--- config.mk ---
export PLATFORM = sky130hd
export DESIGN_NAME = uart_rx_frame
export DESIGN_NICKNAME = d
export VERILOG_FILES = /design/src/rtl/uart_pkg.sv /design/src/rtl/uart_rx_sampler.sv /design/src/rtl/uart_rx_frame.sv
export SDC_FILE = /design/constraint.sdc
export NUM_CORES = 1
export LEC_CHECK = 0
export CORE_UTILIZATION = 35
export CTS_CLUSTER_DIAMETER = 100
export CTS_CLUSTER_SIZE = 28
export DETAILED_ROUTE_END_ITERATION = 8
export GPL_ROUTABILITY_DRIVEN = 0
export PLACE_DENSITY_LB_ADDON = 0.2
export SLEW_MARGIN = 20
export SYNTH_ARGS = -nofsm -noshare
export SYNTH_HDL_FRONTEND = slang
export SYNTH_SLANG_ARGS = --single-unit
--- constraint.sdc ---
create_clock -name CLK -period 3.2 [get_ports CLK]
set_clock_uncertainty 0.2 [all_clocks]
set_input_delay 0.64 -clock CLK [delete_from_list [all_inputs] [get_ports CLK]]
set_output_delay 0.64 -clock CLK [all_outputs]
set_load 0.005 [all_outputs]
--- src/rtl/uart_pkg.sv ---
// -----------------------------------------------------------------------------
// uart_pkg
// Shared definitions for the UART receive path.
//   rx_state_e    : receiver frame FSM states
//   PRESC_MIN/MAX : legal range of the PRESCALE oversampling ratio
//   SAMPLE_OFFSET : the majority-voted bit is ready this many edges after
//                   the mid-bit edge P/2
// -----------------------------------------------------------------------------
package uart_pkg;

    typedef enum logic [2:0] {
        IDLE,
        START,
        DATA,
        PARITY,
        STOP
    } rx_state_e;

    localparam int PRESC_MIN     = 8;
    localparam int PRESC_MAX     = 32;
    localparam int SAMPLE_OFFSET = 2;

endpackage

--- src/rtl/uart_rx_sampler.sv ---
// -----------------------------------------------------------------------------
// uart_rx_sampler
// Line synchronizer and 3-sample majority voter for the UART receiver.
// Ports:
//   CLK, RST    : oversampling clock, async active-low reset
//   i_rx_in     : raw serial line (asynchronous to CLK)
//   i_prescale  : latched oversampling ratio P
//   i_edge_cnt  : position inside the current bit, 0..P-1
//   o_rx        : synchronized line value
//   o_bit       : majority of the samples taken at P/2-1, P/2, P/2+1
//   o_bit_vld   : high while i_edge_cnt == P/2+2 (o_bit is final)
// -----------------------------------------------------------------------------
module uart_rx_sampler
    import uart_pkg::*;
#(
    parameter int PRESC_W = 6
)(
    input  logic               CLK,
    input  logic               RST,
    input  logic               i_rx_in,
    input  logic [PRESC_W-1:0] i_prescale,
    input  logic [PRESC_W-1:0] i_edge_cnt,
    output logic               o_rx,
    output logic               o_bit,
    output logic               o_bit_vld
);

    localparam logic [PRESC_W-1:0] C_ONE    = PRESC_W'(1);
    localparam logic [PRESC_W-1:0] C_OFFSET = PRESC_W'(SAMPLE_OFFSET);

    logic               r_sync1;
    logic               r_sync2;
    logic [2:0]         r_samp;
    logic [PRESC_W-1:0] w_half;

    assign w_half = i_prescale >> 1;

    // Synchronizer resets to the idle-high line level so reset release never
    // looks like a start bit.
    // NOTE: sequential state uses non-blocking (<=) so every flop samples the
    // pre-edge values; blocking here would collapse the two stages into one.
    always_ff @(posedge CLK or negedge RST) begin
        if (!RST) begin
            r_sync1 <= 1'b1;
            r_sync2 <= 1'b1;
        end else begin
            r_sync1 <= i_rx_in;
            r_sync2 <= r_sync1;
        end
    end

    // In IDLE the edge counter sits at 0, which never matches a sample point
    // for P >= 8, so the samples only move during an active bit.
    always_ff @(posedge CLK or negedge RST) begin
        if (!RST) begin
            r_samp <= '0;
        end else begin
            if (i_edge_cnt == w_half - C_ONE) r_samp[0] <= r_sync2;
            if (i_edge_cnt == w_half)         r_samp[1] <= r_sync2;
            if (i_edge_cnt == w_half + C_ONE) r_samp[2] <= r_sync2;
        end
    end

    assign o_rx      = r_sync2;
    assign o_bit     = (r_samp[0] & r_samp[1]) | (r_samp[0] & r_samp[2]) |
                       (r_samp[1] & r_samp[2]);
    assign o_bit_vld = (i_edge_cnt == w_half + C_OFFSET);

endmodule

--- src/rtl/uart_rx_frame.sv ---
// -----------------------------------------------------------------------------
// uart_rx_frame
// Oversampled UART receiver: deframes RX_IN into bytes, checks start, parity
// and stop bits, and reports each frame with exactly one 1-cycle pulse.
// Ports:
//   CLK, RST  : oversampling clock (PRESCALE x baud), async active-low reset
//   RX_IN     : serial line, idle high
//   PRESCALE  : oversampling ratio (even, 8..32), latched at start detect
//   PAR_EN    : parity bit present after data; PAR_TYP 0 = even, 1 = odd
//   P_DATA    : last good byte, held between frames
//   DATA_VLD  : good frame pulse (P_DATA valid)
//   PAR_ERR   : frame dropped on parity mismatch
//   STP_ERR   : frame dropped on stop bit sampled low (wins over parity)
// -----------------------------------------------------------------------------
module uart_rx_frame
    import uart_pkg::*;
#(
    parameter int DATA_WIDTH = 8,
    parameter int PRESC_W    = 6
)(
    input  logic                  CLK,
    input  logic                  RST,
    input  logic                  RX_IN,
    input  logic [PRESC_W-1:0]    PRESCALE,
    input  logic                  PAR_EN,
    input  logic                  PAR_TYP,
    output logic [DATA_WIDTH-1:0] P_DATA,
    output logic                  DATA_VLD,
    output logic                  PAR_ERR,
    output logic                  STP_ERR
);

    localparam int                 BIT_W      = (DATA_WIDTH > 1) ? $clog2(DATA_WIDTH) : 1;
    localparam logic [BIT_W-1:0]   C_LAST_BIT = BIT_W'(DATA_WIDTH - 1);
    localparam logic [BIT_W-1:0]   C_BIT_ONE  = BIT_W'(1);
    localparam logic [PRESC_W-1:0] C_ONE      = PRESC_W'(1);

    rx_state_e             r_state;
    rx_state_e             w_next_state;
    logic [PRESC_W-1:0]    r_edge_cnt;
    logic [PRESC_W-1:0]    r_presc;
    logic [BIT_W-1:0]      r_bit_cnt;
    logic                  r_par_en;
    logic                  r_par_typ;
    logic                  r_par_bad;
    logic [DATA_WIDTH-1:0] r_shift;
    logic [DATA_WIDTH-1:0] r_p_data;
    logic                  r_data_vld;
    logic                  r_par_err;
    logic                  r_stp_err;

    logic w_rx;
    logic w_bit;
    logic w_bit_vld;
    logic w_bit_end;
    logic w_start_det;

    uart_rx_sampler #(.PRESC_W(PRESC_W)) u_sampler (
        .CLK        (CLK),
        .RST        (RST),
        .i_rx_in    (RX_IN),
        .i_prescale (r_presc),
        .i_edge_cnt (r_edge_cnt),
        .o_rx       (w_rx),
        .o_bit      (w_bit),
        .o_bit_vld  (w_bit_vld)
    );

    assign w_bit_end   = (r_edge_cnt == r_presc - C_ONE);
    assign w_start_det = (r_state == IDLE) && !w_rx;

    always_ff @(posedge CLK or negedge RST) begin
        if (!RST) r_state <= IDLE;
        else      r_state <= w_next_state;
    end

    // NOTE: the default assignment first means every path drives the signal,
    // so no latch is inferred when a state has no transition.
    always_comb begin
        w_next_state = r_state;
        case (r_state)
            IDLE:   if (!w_rx) w_next_state = START;
            // A start bit that votes high was a glitch: drop it silently.
            START:  if (w_bit_vld && w_bit) w_next_state = IDLE;
                    else if (w_bit_end)     w_next_state = DATA;
            DATA:   if (w_bit_end && r_bit_cnt == C_LAST_BIT)
                        w_next_state = r_par_en ? PARITY : STOP;
            PARITY: if (w_bit_end) w_next_state = STOP;
            // Leave mid-stop-bit so a following start bit is never missed.
            STOP:   if (w_bit_vld) w_next_state = IDLE;
            default: w_next_state = IDLE;
        endcase
    end

    // Frame settings are captured once per frame; later input changes wait.
    always_ff @(posedge CLK or negedge RST) begin
        if (!RST) begin
            r_presc   <= '0;
            r_par_en  <= 1'b0;
            r_par_typ <= 1'b0;
        end else if (w_start_det) begin
            r_presc   <= PRESCALE;
            r_par_en  <= PAR_EN;
            r_par_typ <= PAR_TYP;
        end
    end

    always_ff @(posedge CLK or negedge RST) begin
        if (!RST) begin
            r_edge_cnt <= '0;
            r_bit_cnt  <= '0;
        end else begin
            if (r_state == IDLE || w_next_state == IDLE || w_bit_end)
                r_edge_cnt <= '0;
            else
                r_edge_cnt <= r_edge_cnt + C_ONE;

            if (r_state != DATA)  r_bit_cnt <= '0;
            else if (w_bit_end)   r_bit_cnt <= r_bit_cnt + C_BIT_ONE;
        end
    end

    // NOTE: the shift register is a plain register, not a memory array, so it
    // takes the async reset like every other flop and reset state is fully known.
    always_ff @(posedge CLK or negedge RST) begin
        if (!RST) begin
            r_shift   <= '0;
            r_par_bad <= 1'b0;
        end else begin
            if (r_state == DATA && w_bit_vld)
                r_shift <= {w_bit, r_shift[DATA_WIDTH-1:1]};

            if (w_start_det)
                r_par_bad <= 1'b0;
            else if (r_state == PARITY && w_bit_vld)
                r_par_bad <= ((^r_shift) ^ r_par_typ) != w_bit;
        end
    end

    // Exactly one outcome per frame, decided at the stop-bit vote.
    always_ff @(posedge CLK or negedge RST) begin
        if (!RST) begin
            r_p_data   <= '0;
            r_data_vld <= 1'b0;
            r_par_err  <= 1'b0;
            r_stp_err  <= 1'b0;
        end else begin
            r_data_vld <= 1'b0;
            r_par_err  <= 1'b0;
            r_stp_err  <= 1'b0;
            if (r_state == STOP && w_bit_vld) begin
                if (!w_bit) begin
                    r_stp_err <= 1'b1;
                end else if (r_par_bad) begin
                    r_par_err <= 1'b1;
                end else begin
                    r_data_vld <= 1'b1;
                    r_p_data   <= r_shift;
                end
            end
        end
    end

    assign P_DATA   = r_p_data;
    assign DATA_VLD = r_data_vld;
    assign PAR_ERR  = r_par_err;
    assign STP_ERR  = r_stp_err;

endmodule
# Word level (Yosys, flattened, before mapping)
# Index checks and enable logic that the tools add are counted.
dict set report word_totals {
  reg_bits 45
  latch_bits 0
  mem_bits_rw 0
  mem_bits_ro 0
  input_bits 11
  output_inout_bits 11
  elab_cells 78
  memories 0
}
dict set report classes {
  add_sub_neg 6
  multipliers 0
  div 0
  magnitude_cmp 0
  eq_ne 12
  n_shift 0
  n_mux 21
  bitwise_logic 7
  n_reduce_logical 15
}
# cell count
set ops {}
lappend ops {{3-bit 2-to-1 mux} 9}
lappend ops {{6-bit == test} 4}
lappend ops {{3-bit case mux with 5 select lines} 1}
lappend ops {{1-bit 2-to-1 mux} 10}
lappend ops {{8-bit XOR reduction} 1}
lappend ops {{5-bit by 1-bit adder with 6-bit output (second input constant)} 1}
lappend ops {{5-bit by 2-bit adder with 6-bit output (second input constant)} 1}
lappend ops {{6-bit by 1-bit adder with 6-bit output (second input constant)} 1}
lappend ops {{3-bit by 2-bit == test with 1-bit output (second input constant)} 2}
lappend ops {{3-bit == test (second input constant)} 2}
lappend ops {{6-bit by 5-bit == test with 1-bit output} 1}
lappend ops {{1-bit logical AND} 6}
lappend ops {{3-bit logical NOT} 2}
lappend ops {{6-bit 2-to-1 mux} 1}
lappend ops {{5-bit by 1-bit subtractor with 6-bit output (second input constant)} 1}
lappend ops {{6-bit by 1-bit subtractor with 6-bit output (second input constant)} 1}
lappend ops {{2-bit nonzero test} 2}
lappend ops {{3-bit by 1-bit adder with 3-bit output (second input constant)} 1}
lappend ops {{1-bit AND} 3}
lappend ops {{3-bit by 1-bit == test with 1-bit output (second input constant)} 1}
lappend ops {{3-bit by 2-bit != test with 1-bit output (second input constant)} 1}
lappend ops {{3-bit AND reduction} 1}
lappend ops {{1-bit logical OR} 2}
lappend ops {{1-bit bitwise OR} 2}
lappend ops {{4 further kinds} 4}

# Logic depth before layout (Yosys ltp)
dict set report depth {
  depth_word 10
  mapped_depth 9
  mapped_depth_nobuf 8
}

# By module
# A second synthesis with hierarchy kept.
dict set report hier_totals {
  cells_unflattened 225
  area_unflattened_um2 2477.4
}
# module instances cells_per_inst area_each_um2 seq_area_each_um2
set modules_own_cells {}
lappend modules_own_cells {uart_rx_frame 1 159 1893.1 1001.0}
lappend modules_own_cells {uart_rx_sampler 1 66 584.3 127.6}

# Worst setup path before layout
# Ideal clock, no wire load.
dict set report synth_path {
  path_kind {register -> register}
  from {register r_presc[2]}
  to {register r_p_data[0], in the netlist P_DATA[0]}
  setup_time_ns 0.125
  t_arrival_ns 2.213
  required_ns 2.875
  path_slack_ns 0.662
  stages_incl_launch_ff 9
  n_path_buf 1
  synth_period_minus_slack_ns 2.538
  path_cell_list {dfrtp_1 > ha_1 > o21ba_1 > a221oi_2 > o2111a_2 > nand2_2 > or3_1 > buf_6 > mux2_4}
}
dict set report synth_via {
  elab_chain_len 4
}
# element line_no
set synth_lines {}
lappend synth_lines {{from (decl)} uart_rx_frame.sv:41} ;# logic [PRESC_W-1:0] r_presc;
lappend synth_lines {{from (signal assigned)} uart_rx_frame.sv:98} ;# r_presc <= '0;
lappend synth_lines {{from (signal assigned)} uart_rx_frame.sv:102} ;# r_presc <= PRESCALE;
lappend synth_lines {{5-bit by 2-bit adder with 6-bit output} uart_rx_sampler.sv:67} ;# assign o_bit_vld = (i_edge_cnt == w_half + C_OFFSET);
lappend synth_lines {{6-bit == test} uart_rx_sampler.sv:67}
lappend synth_lines {{1-bit logical AND} uart_rx_frame.sv:151} ;# if (r_state == STOP && w_bit_vld) begin
lappend synth_lines {{3-bit AND reduction (no source line)} -}
lappend synth_lines {{to (signal assigned)} uart_rx_frame.sv:158} ;# r_p_data <= r_shift;
lappend synth_lines {{to (decl)} uart_rx_frame.sv:47} ;# logic [DATA_WIDTH-1:0] r_p_data;
# Every way passes these cells.
# A chain may end at the register's enable or synchronous reset.

# Worst setup path after layout
dict set report layout_path {
  from {register r_presc[3]}
  to {register r_p_data[0], in the netlist P_DATA[0]}
}
# Same word-level chain as after synthesis.

==> run summary <==
Status = complete, no violations
Routed WL per cell = 13.2 µm
Post-synth EDFFs = 0
H-tree depth = 2
Setup TNS = 0 ns
GRT Overall Usage = 13.7%
Largest net degree at the start of global routing = 46
Crit-path max FO = 10
Post-synthesis sequential area ratio = 45.7%
Iteration count of the initial detailed-routing pass = 4
Clk root buf = clkbuf_8
Max_slew headroom = 62.6%
Syn Std Cell Area = 0.00247 mm²
PD cells = 784 mW/mm²
Period minus WS final = 2.96 ns
GR Overflow Total = 0
CTS Buf Count = 5
CTS Buffer Depth = 2
Pwr Total = 2.26 mW
CTS tree = built
Wirelength, routed = 4530 µm
Syn Nets = 245
Ant. Diodes = 0
# hold bufs at CTS = 0
Post-Syn Area per Cell = 11.0 µm²
Starting Density = 36.4%
Worst setup SP type = flip-flop
Ports = 22
Core box area = 0.00679 mm²
DR iter-0 viols = 38
Final antenna-violating net count = 0
Slew @ Worst Pin = 0.561 ns
DP Wirelength = 3230 µm
Synth unique cells = 42
Cts repair resizes = 0
Cell count after synthesis = 225
Die area = 0.00740 mm²
Peak supply drop = 0.273 mV
Vias in the first global route = 1635
Die height = 86.0 µm
Clock latency on the worst-skew pair = 0.30 ns
Initial antenna violation count = 0
Clock transition at path regs = 0.08 ns
Yosys Warn Count = 0
Crit share post-route = 92.5%
Fin. max-slew vios = 0
WP data required = 3.18 ns
RSZ-0062 raised after global routing = no
Detailed-route via count = 1660
Clock net sink count = 45
Endpoints failing hold = 0
Worst Setup Path Type = flip-flop to flip-flop
P&R area growth vs syn = 16.7%
Critical Path AT = 2.94 ns
Crit. End Element = flip-flop
Rows = 30
Pleak = 1.28 nW
# setup viols final = 0
Top FF cell, synth = dfrtp_1
Register bit count reported by yosys = 45
Final net count = 267
Post-CTS Setup Bufs = 0
Peak Freq = 0.338 GHz
Share of cells above drive strength 1 = 16.9%
First-pass GRT wire length = 7850 µm
DRC viols = 0
Port bufs = 21
Die width = 86.0 µm
Via density = 4.83
Post-synth ARST share = 100%
Hold WC Path Type = input pin to asynchronous set/reset pin
Total of max-cap violations = 0
[metal layers]
| metal | vias up | GRT usage (%) | share of wire, % |
|---|---|---|---|
| met5 | - | 0 | 0 |
| met4 | 0 | 4.55 | 1.4 |
| met3 | 6 | 3.08 | 2.8 |
| met2 | 21 | 22.3 | 47 |
| met1 | 813 | 18.0 | 49 |
| li1 | 820 | - | - |
[layout make-up]
type                       instances  area, µm²
timing repair buffer              25        238
clock buffer                       6       82.6
sequential                        45       1130
multi-input combinational        160       1240
fill                             668       3910
inverter                          10       37.5
tap                               96        120
clock inverter                     2       37.5
[final timing paths]
check	start	cells after the start	to	slack, ns
setup / recovery	r_presc[3]	7	P_DATA[0]	0.24
min in group CLK	u_sampler.r_sync1	0	u_sampler.o_rx	0.16
max in group asynchronous	RST	1	u_sampler.r_sync1	2.28
setup reg to reg	r_presc[3]	7	P_DATA[0]	0.24
hold reg to reg	u_sampler.r_sync1	0	u_sampler.o_rx	0.16
hold / removal	RST	1	r_par_en	0.13
[critical path, cell delays in order (launching register included)]
cell and delay, ns:
dfrtp_1 0.53, ha_1 0.31, o21ba_1 0.20, a221oi_2 0.28, o2111a_2 0.31, nand2_2 0.08
or3_1 0.56, mux2_4 0.38
[layout by cell type (no fill, tap or decap), drive strengths merged, types with 5 or more instances in the layout]
master	instances
dfrtp	43
mux2	23
xnor2	20
clkdlybuf4s50	20
nor2	16
nand2	15
xor2	14
o21ai	13
inv	10
ha	9
nand3	6
clkbuf	6
buf	5
[Yosys cell counts (all sizes together) (2+ instances only)]
| cell | number | area (µm²) |
|---|---|---|
| mux2 | 23 | 289 |
| nor4b | 2 | 17.5 |
| inv | 10 | 37.5 |
| or4 | 2 | 15.0 |
| nand3b | 2 | 15.0 |
| mux2i | 2 | 20.0 |
| xnor2 | 20 | 175 |
| nand4 | 3 | 18.8 |
| o211ai | 3 | 22.5 |
| or3 | 4 | 25.0 |
| nor3b | 2 | 15.0 |
| xor2 | 14 | 123 |
| a21oi | 4 | 20.0 |
| ha | 9 | 113 |
| dfrtp | 43 | 1080 |
| nor2 | 16 | 60.1 |
| nor4 | 2 | 12.5 |
| o21ai | 13 | 65.1 |
| dfstp | 2 | 52.6 |
| buf | 6 | 48.8 |
| nor3 | 2 | 10.0 |
| a31oi | 3 | 18.8 |
| clkbuf | 4 | 16.3 |
| nand2 | 15 | 58.8 |
| nand3 | 6 | 30.0 |
[report_power, final]
part           total (mW)  internal [mW]  switching, mW  leakage [nW]
logic               0.951          0.468          0.483         0.630
clock network       0.448          0.254          0.194        0.0574
registers           0.861          0.680          0.182         0.591
[sequential cells by signal (all words and copies together), names as in the netlist, 3 cells and up]
name,cells
r_presc,6
r_state,3
P_DATA,8
r_bit_cnt,3
u_sampler.r_samp,3
r_shift,8
r_edge_cnt,6
[metrics by stage]
step / setup WS, ns / std cells / utilization (%) / hold slack [ns] / cell area, µm²
floorplan: 0.662 / 225 / - / 0.144 / 2470
global placement: 0.252 / 336 / 40.6 / 0.148 / 2760
detailed placement: 0.238 / 336 / 40.6 / 0.149 / 2760
CTS: 0.224 / 344 / 42.4 / 0.161 / 2880
global route: 0.131 / 344 / 42.4 / 0.168 / 2880
finish: 0.240 / 344 / 42.4 / 0.133 / 2880
[cells by family (layout without fill, tap and decap cells)]
logic type / count (synthesis) / after routing / synth area share [%]
adders and majority gates: 10 / 10 / 4.96
and+or+nand+nor: 62 / 62 / 13.0
AOI/OAI and AO/OA: 29 / 29 / 7.65
muxes: 25 / 25 / 12.5
DFF: 45 / 45 / 45.7
buffers and inverters: 20 / 43 / 4.15
xor gates and xnor gates: 34 / 34 / 12.1
(Power assumes the default switching activity.)
